<file path="src/rtl/if_id_stage.sv">
// IF/ID pipeline stage: a main entry feeding decode plus an optional skid entry,
// with valid/ready handshakes on both sides and a synchronous flush.
module if_id_stage #(
    parameter int unsigned     IR_W   = 32,
    parameter int unsigned     PC_W   = 32,
    parameter logic [IR_W-1:0] NOP_IR = {IR_W{1'b0}},
    parameter bit              SKID   = 1'b1
) (
    input  logic            clk,
    input  logic            rst_n,
    input  logic            flush,
    input  logic            IF_valid,
    output logic            IF_ready,
    input  logic [IR_W-1:0] IF_ir,
    input  logic [PC_W-1:0] IF_npc,
    output logic            ID_valid,
    input  logic            ID_ready,
    output logic [IR_W-1:0] ID_ir,
    output logic [PC_W-1:0] ID_npc,
    output logic [1:0]      occ
);

    logic            main_full_q, main_full_d;
    logic [IR_W-1:0] main_ir_q,   main_ir_d;
    logic [PC_W-1:0] main_npc_q,  main_npc_d;
    logic            skid_full_q, skid_full_d;
    logic [IR_W-1:0] skid_ir_q,   skid_ir_d;
    logic [PC_W-1:0] skid_npc_q,  skid_npc_d;

    logic accept;
    logic consume;

    // With a skid entry the upstream ready comes straight from a flop, so
    // ID_ready never reaches IF_ready combinationally.
    always_comb begin
        if (SKID) begin
            IF_ready = !skid_full_q;
        end else begin
            IF_ready = !main_full_q || ID_ready;
        end
    end

    assign accept  = IF_valid && IF_ready;
    assign consume = main_full_q && ID_ready;

    always_comb begin
        main_full_d = main_full_q;
        main_ir_d   = main_ir_q;
        main_npc_d  = main_npc_q;
        skid_full_d = skid_full_q;
        skid_ir_d   = skid_ir_q;
        skid_npc_d  = skid_npc_q;

        if (flush) begin
            main_full_d = 1'b0;
            skid_full_d = 1'b0;
        end else if (SKID) begin
            // Main is always the older beat; the skid entry only refills main.
            if (skid_full_q) begin
                if (consume) begin
                    main_ir_d   = skid_ir_q;
                    main_npc_d  = skid_npc_q;
                    skid_full_d = 1'b0;
                end
            end else if (!main_full_q) begin
                if (accept) begin
                    main_full_d = 1'b1;
                    main_ir_d   = IF_ir;
                    main_npc_d  = IF_npc;
                end
            end else if (consume) begin
                if (accept) begin
                    main_ir_d  = IF_ir;
                    main_npc_d = IF_npc;
                end else begin
                    main_full_d = 1'b0;
                end
            end else if (accept) begin
                skid_full_d = 1'b1;
                skid_ir_d   = IF_ir;
                skid_npc_d  = IF_npc;
            end
        end else begin
            if (accept) begin
                main_full_d = 1'b1;
                main_ir_d   = IF_ir;
                main_npc_d  = IF_npc;
            end else if (consume) begin
                main_full_d = 1'b0;
            end
        end
    end

    always_ff @(posedge clk or negedge rst_n) begin
        if (!rst_n) begin
            main_full_q <= 1'b0;
            main_ir_q   <= '0;
            main_npc_q  <= '0;
            skid_full_q <= 1'b0;
            skid_ir_q   <= '0;
            skid_npc_q  <= '0;
        end else begin
            main_full_q <= main_full_d;
            main_ir_q   <= main_ir_d;
            main_npc_q  <= main_npc_d;
            skid_full_q <= skid_full_d;
            skid_ir_q   <= skid_ir_d;
            skid_npc_q  <= skid_npc_d;
        end
    end

    assign ID_valid = main_full_q;
    assign ID_ir    = main_full_q ? main_ir_q : NOP_IR;
    assign ID_npc   = main_npc_q;
    assign occ      = {1'b0, main_full_q} + {1'b0, skid_full_q};

endmodule
</file>
<file path="config.mk">
export PLATFORM = sky130hd
export DESIGN_NAME = if_id_stage
export DESIGN_NICKNAME = d
export VERILOG_FILES = /design/src/rtl/if_id_stage.sv
export SDC_FILE = /design/constraint.sdc
export NUM_CORES = 1
export LEC_CHECK = 0
export BUFFER_PORTS_ARGS = -buffer_cell sky130_fd_sc_hd__buf_2
export CORE_ASPECT_RATIO = 1.25
export CORE_UTILIZATION = 30
export CTS_BUF_LIST = sky130_fd_sc_hd__clkbuf_4 sky130_fd_sc_hd__clkbuf_8
export DETAILED_ROUTE_END_ITERATION = 7
export PLACE_DENSITY_LB_ADDON = 0.08
export SETUP_SLACK_MARGIN = 0.15
export SYNTH_ARGS = -nofsm -noshare
export SYNTH_HDL_FRONTEND = slang
export SYNTH_SLANG_ARGS = --single-unit
export TNS_END_PERCENT = 100
</file>
<file path="constraint.sdc">
create_clock -name clk -period 2.1 [get_ports clk]
set_input_delay 0.63 -clock clk [delete_from_list [all_inputs] [get_ports clk]]
set_output_delay 0.63 -clock clk [all_outputs]
set_load 0.01 [all_outputs]
</file>
; After elaboration in Yosys (flattened, before gate mapping)
; Cells that the tools add are included.
[totals]
out_inout_bits = 68
regBits = 130
input_bits = 69
[classes]
bitwise_logic = 3
add_sub_neg = 1
reduce_logical = 5
n_mux = 21
n_eq_ne = 3
[op_table]
columns = cell, count
row1 = 32-bit 2-to-1 mux, 11
row2 = 1-bit 2-to-1 mux, 10
row3 = 5-bit AND reduction, 1
row4 = "2-bit by 1-bit inequality test with 1-bit output, second input constant", 2
row5 = 1-bit NOT, 3
row6 = 3-bit AND reduction, 1
row7 = 1-bit by 1-bit adder with 2-bit output, 1
row8 = 1-bit logical AND, 2
row9 = "2-bit inequality test, second input constant", 1
row10 = 1-bit logical NOT, 1

; Depth between registers and ports, before layout
[depth]
depth_word = 7
ltp_mapped = 6

; Worst setup path before layout
; OpenSTA, ideal clock, no wires.
[synth_timing]
kind = input -> register
from = input ID_ready
to = register main_npc_q[10] (netlist: ID_npc[10])
path_stages = 4
arrival_time_ns = 1.746
setup_ns = 0.125
setup_slack_ns = 0.229
required_time_ns = 1.975
cell_sequence = inv_1 a221oi_4 buf_6 mux2_4
[synth_between]
elab_chain_cells = 3
[synth_lines]
columns = item, line_no
row1 = "start, declared", 17  ; input logic ID_ready,
row2 = 1-bit logical AND *, 44  ; assign consume = main_full_q && ID_ready;
row3 = 2-bit by 1-bit inequality test with 1-bit output (no line), n/a
row4 = 3-bit AND reduction (no line) *, n/a
row5 = "end signal, assigned", 105  ; main_npc_q <= main_npc_d;
row6 = "end, declared", 25  ; logic [PC_W-1:0] main_npc_q, main_npc_d;
; Mark *: on every way between the ends. The rest lies on a longest branch, timed or not.
; A chain may end at the register's enable or synchronous reset.

; Final worst setup path
[layout_timing]
from = register skid_full_q
to = register skid_npc_q[3]
[layout_between]
elab_chain_cells = 3
[layout_lines]
columns = item, line_no
row1 = "start, declared", 26  ; logic skid_full_q, skid_full_d;
row2 = "start signal, assigned", 106  ; skid_full_q <= skid_full_d;
row3 = 1-bit logical NOT, 37  ; IF_ready = !skid_full_q;
row4 = 1-bit logical AND, 43  ; assign accept = IF_valid && IF_ready;
row5 = 5-bit AND reduction (no line) *, n/a
row6 = "end signal, assigned", 108  ; skid_npc_q <= skid_npc_d;
row7 = "end, declared", 28  ; logic [PC_W-1:0] skid_npc_q, skid_npc_d;
; Marked as above.

==> flow_summary.yaml <==
sta:
  setup_ws_ps: 87.3
  skew_ps: 13.4
  hold_violations: 0
  whs_ps: 104
  max_freq_mhz: 497
  setup_tns_ps: 0
  tightest_slew_ps: 425
  rsz0062_at_grt: "yes"
  drv_slew: 0
  post-route-min-period_ps: 2010
  slew_headroom_pct: 71.7
  setup_viol: 0
  post-route-period-util_pct: 95.8
pwr:
  switching_share_pct: 26.2
  clkPwrFrac_pct: 30.2
  finalPower_mw: 7.67
  p_int_mw: 5.66
  power_leakage_nw: 3.85
  power.share.combinational_pct: 24.4
  p_seq_share_pct: 45.4
  ir_drop_v: 0.000467
  power.density_nw_per_um2: 925
  p_switching_mw: 2.01
route:
  first_iter_violations: 90
  antenna_left: 0
  vias: 3752
  drt-total-wl_mm: 15.3
  route.detailed.drc: 0
  via_per_inst: 4.49
  firstDrtPassIters: 4
  routedWlPerCell_um: 18.3
layout:
  design_area_um2: 8300
  area_growth_pct: 38.5
  antenna_cells: 0
  nets: 627
  n_fill_cell: 1849
  layout-drive-gt1-share_pct: 72.6
floorplanning:
  die_h_um: 160
  die_w_um: 128
  placeableCoreArea_um2: 19500
  dieArea_um2: 20500
  start_util_pct: 30.8
  num_io_pins: 137
  fp-row-count: 57
worst_setup_path:
  ff2ff_path_depth: 6
  path_max_fanout: 8
  path_class: "flip-flop to flip-flop"
  critPathRequiredTime_ps: 2420
  r2r_slack_ps: 90
  endpoint_kind: "flip-flop"
  cp.arrival_ps: 2330
  reg2reg_from: "skid_full_q"
  start_kind: "flip-flop"
  rr_endpoint: "skid_npc_q[3]"
logic_synthesis:
  syn_inst: 390
  synthXorXnorAreaFrac_pct: 0
  synth-adder-area-share_pct: 0.209
  yosys.area_share.simple_pct: 3.78
  synth_area_per_cell_um2: 15.4
  yosysUniqueCellTypes: 19
  ys_seq_area_share_pct: 54.3
  syn_area_um2: 5990
  ys_ff_latch: 130
  synth_mux_area_share_pct: 38.0
  synth_compound_area_share_pct: 0.815
  yosys_warnings: 0
  synth_nets: 460
  synth_top_family_by_area: "multiplexers"
clock_network:
  cts.clk_slew.worst_paths_ps: 80
  htreeDepth: 4
  insertion_delay_ps: 430
  hold_buffers: 0
  cts_buffer_depth: 2
  cts-root-buf: "clkbuf_8"
  cts-buffers-inserted: 17
  cts_tree: "yes"
  cts_sinks: 130
grt:
  grt_max_degree: 41
  grt_pass1_wl_mm: 22.6
  grt_overflow_total: 0
  track_usage_pct: 14.6
  grt_pass1_vias: 4071
  grt_antenna_before_repair: 0
place:
  dpl-instance-area_um2: 7140
  pre_cts_slack_ps: 55.5
  port_buffers: 136
  gp_congestion: 0.676
  dpl.hpwl_mm: 9.30
min_path:
  hold_path_class: "input port to asynchronous set/reset pin"
status:
  status: "complete, no violations"
run:
  maxCapViolCount: 0
-- worst max-delay path by stage --
stage           startpoint       endpoint  slack [ps]
2_1_floorplan     ID_ready     ID_npc[10]         230
3_3_place_gp         flush  skid_npc_q[5]          30
3_5_place_dp      IF_valid  skid_npc_q[5]          60
4_1_cts        skid_full_q         occ[0]          40
5_1_grt           ID_valid      ID_ir[19]          20
6_report       skid_full_q  skid_npc_q[3]          90
-- layer usage --
layer | global-route usage (%) | vias up | routed length (µm)
met5 | 0 | - | 0
met4 | 4.49 | 0 | 138
met3 | 4.36 | 10 | 669
met2 | 23.8 | 88 | 7370
met1 | 18.6 | 1944 | 7110
li1 | - | 1710 | -
-- placed cells by master (no fill, tap or decap), drive strengths merged --
| master | instances |
|---|---|
| inv | 2 |
| ha | 1 |
| a221oi | 1 |
| dfrtp | 130 |
| mux2 | 192 |
| clkbuf | 27 |
| buf | 165 |
| a21oi | 2 |
| o21ai | 1 |
| clkinvlp | 3 |
| nand2b | 1 |
| clkinv | 5 |
| bufbuf | 2 |
| nand2 | 1 |
| nor4b | 1 |
| bufinv | 3 |
| a211oi | 1 |
| and2 | 32 |
-- kinds of logic after synthesis --
kind of cell / count (synthesis)
and+or+nand+nor: 35
adders and majority gates: 1
AOI/OAI and AO/OA: 5
DFF: 130
muxes: 192
buffers and inverters: 27
-- sequential cells by signal (all words and copies together), names as in the netlist --
signal       flops
ID_npc          32
main_ir_q       32
skid_ir_q       32
skid_npc_q      32
ID_valid         1
skid_full_q      1
-- per-stage QoR --
step / instances / utilization [%]
6_report: 835 / 42.6
5_1_grt: 835 / 42.6
4_1_cts: 825 / 39.6
2_1_floorplan: 390 / -
3_5_place_dp: 786 / 36.7
3_3_place_gp: 786 / 36.7
-- Yosys cell counts --
| cell type | number | area (µm²) |
|---|---|---|
| a211oi_1 | 1 | 7.51 |
| a21oi_1 | 2 | 10.0 |
| dfrtp_1 | 130 | 3250 |
| clkbuf_2 | 1 | 5.00 |
| buf_1 | 1 | 3.75 |
| mux2_2 | 162 | 1820 |
| and2_1 | 32 | 200 |
| o21ai_0 | 1 | 5.00 |
| a221oi_4 | 1 | 26.3 |
| buf_4 | 6 | 45.0 |
| nand2b_4 | 1 | 13.8 |
| buf_6 | 6 | 67.6 |
| inv_1 | 2 | 7.51 |
| nand2_1 | 1 | 3.75 |
| nor4b_1 | 1 | 8.76 |
| mux2_4 | 30 | 450 |
| buf_2 | 3 | 15.0 |
| ha_1 | 1 | 12.5 |
| clkbuf_1 | 8 | 30.0 |
-- area by class of cell --
class | instances | area, µm² | share of cell area (%)
Clock buffer | 21 | 283 | 3.41
Tap cell | 265 | 332 | 4.00
Multi-Input combinational cell | 233 | 2850 | 34.3
Inverter | 2 | 12.5 | 0.151
Timing Repair Buffer | 173 | 1410 | 17.0
Sequential cell | 130 | 3260 | 39.3
Clock inverter | 11 | 153 | 1.84
-- critical path, cell delays in order, from the launching register on --
cell and delay [ps]:
dfrtp_4 510, buf_6 130, nand2b_4 160, nor4b_4 340
buf_6 260, clkbuf_16 190, mux2_4 300
-- power groups by stage --
stage               combinational [mW]  clock (mW)  sequential, mW
floorplan                        0.976           0            3.48
global placement                  1.53           0            3.48
detailed placement                1.57           0            3.50
CTS                               1.62        2.40            3.46
global route                      2.02        2.52            3.57
finish                            1.87        2.31            3.49
-- what timing repair did --
| action | 4_1_cts | 5_1_grt |
|---|---|---|
| endpoints found under the setup margin | 35 | 139 |
| buffers inserted | 5 | 3 |
| pin swaps | 0 | 6 |
| cloned | 2 | 7 |
| gates resized for setup | 6 | 102 |
Power figures use the tool's default switching activity.
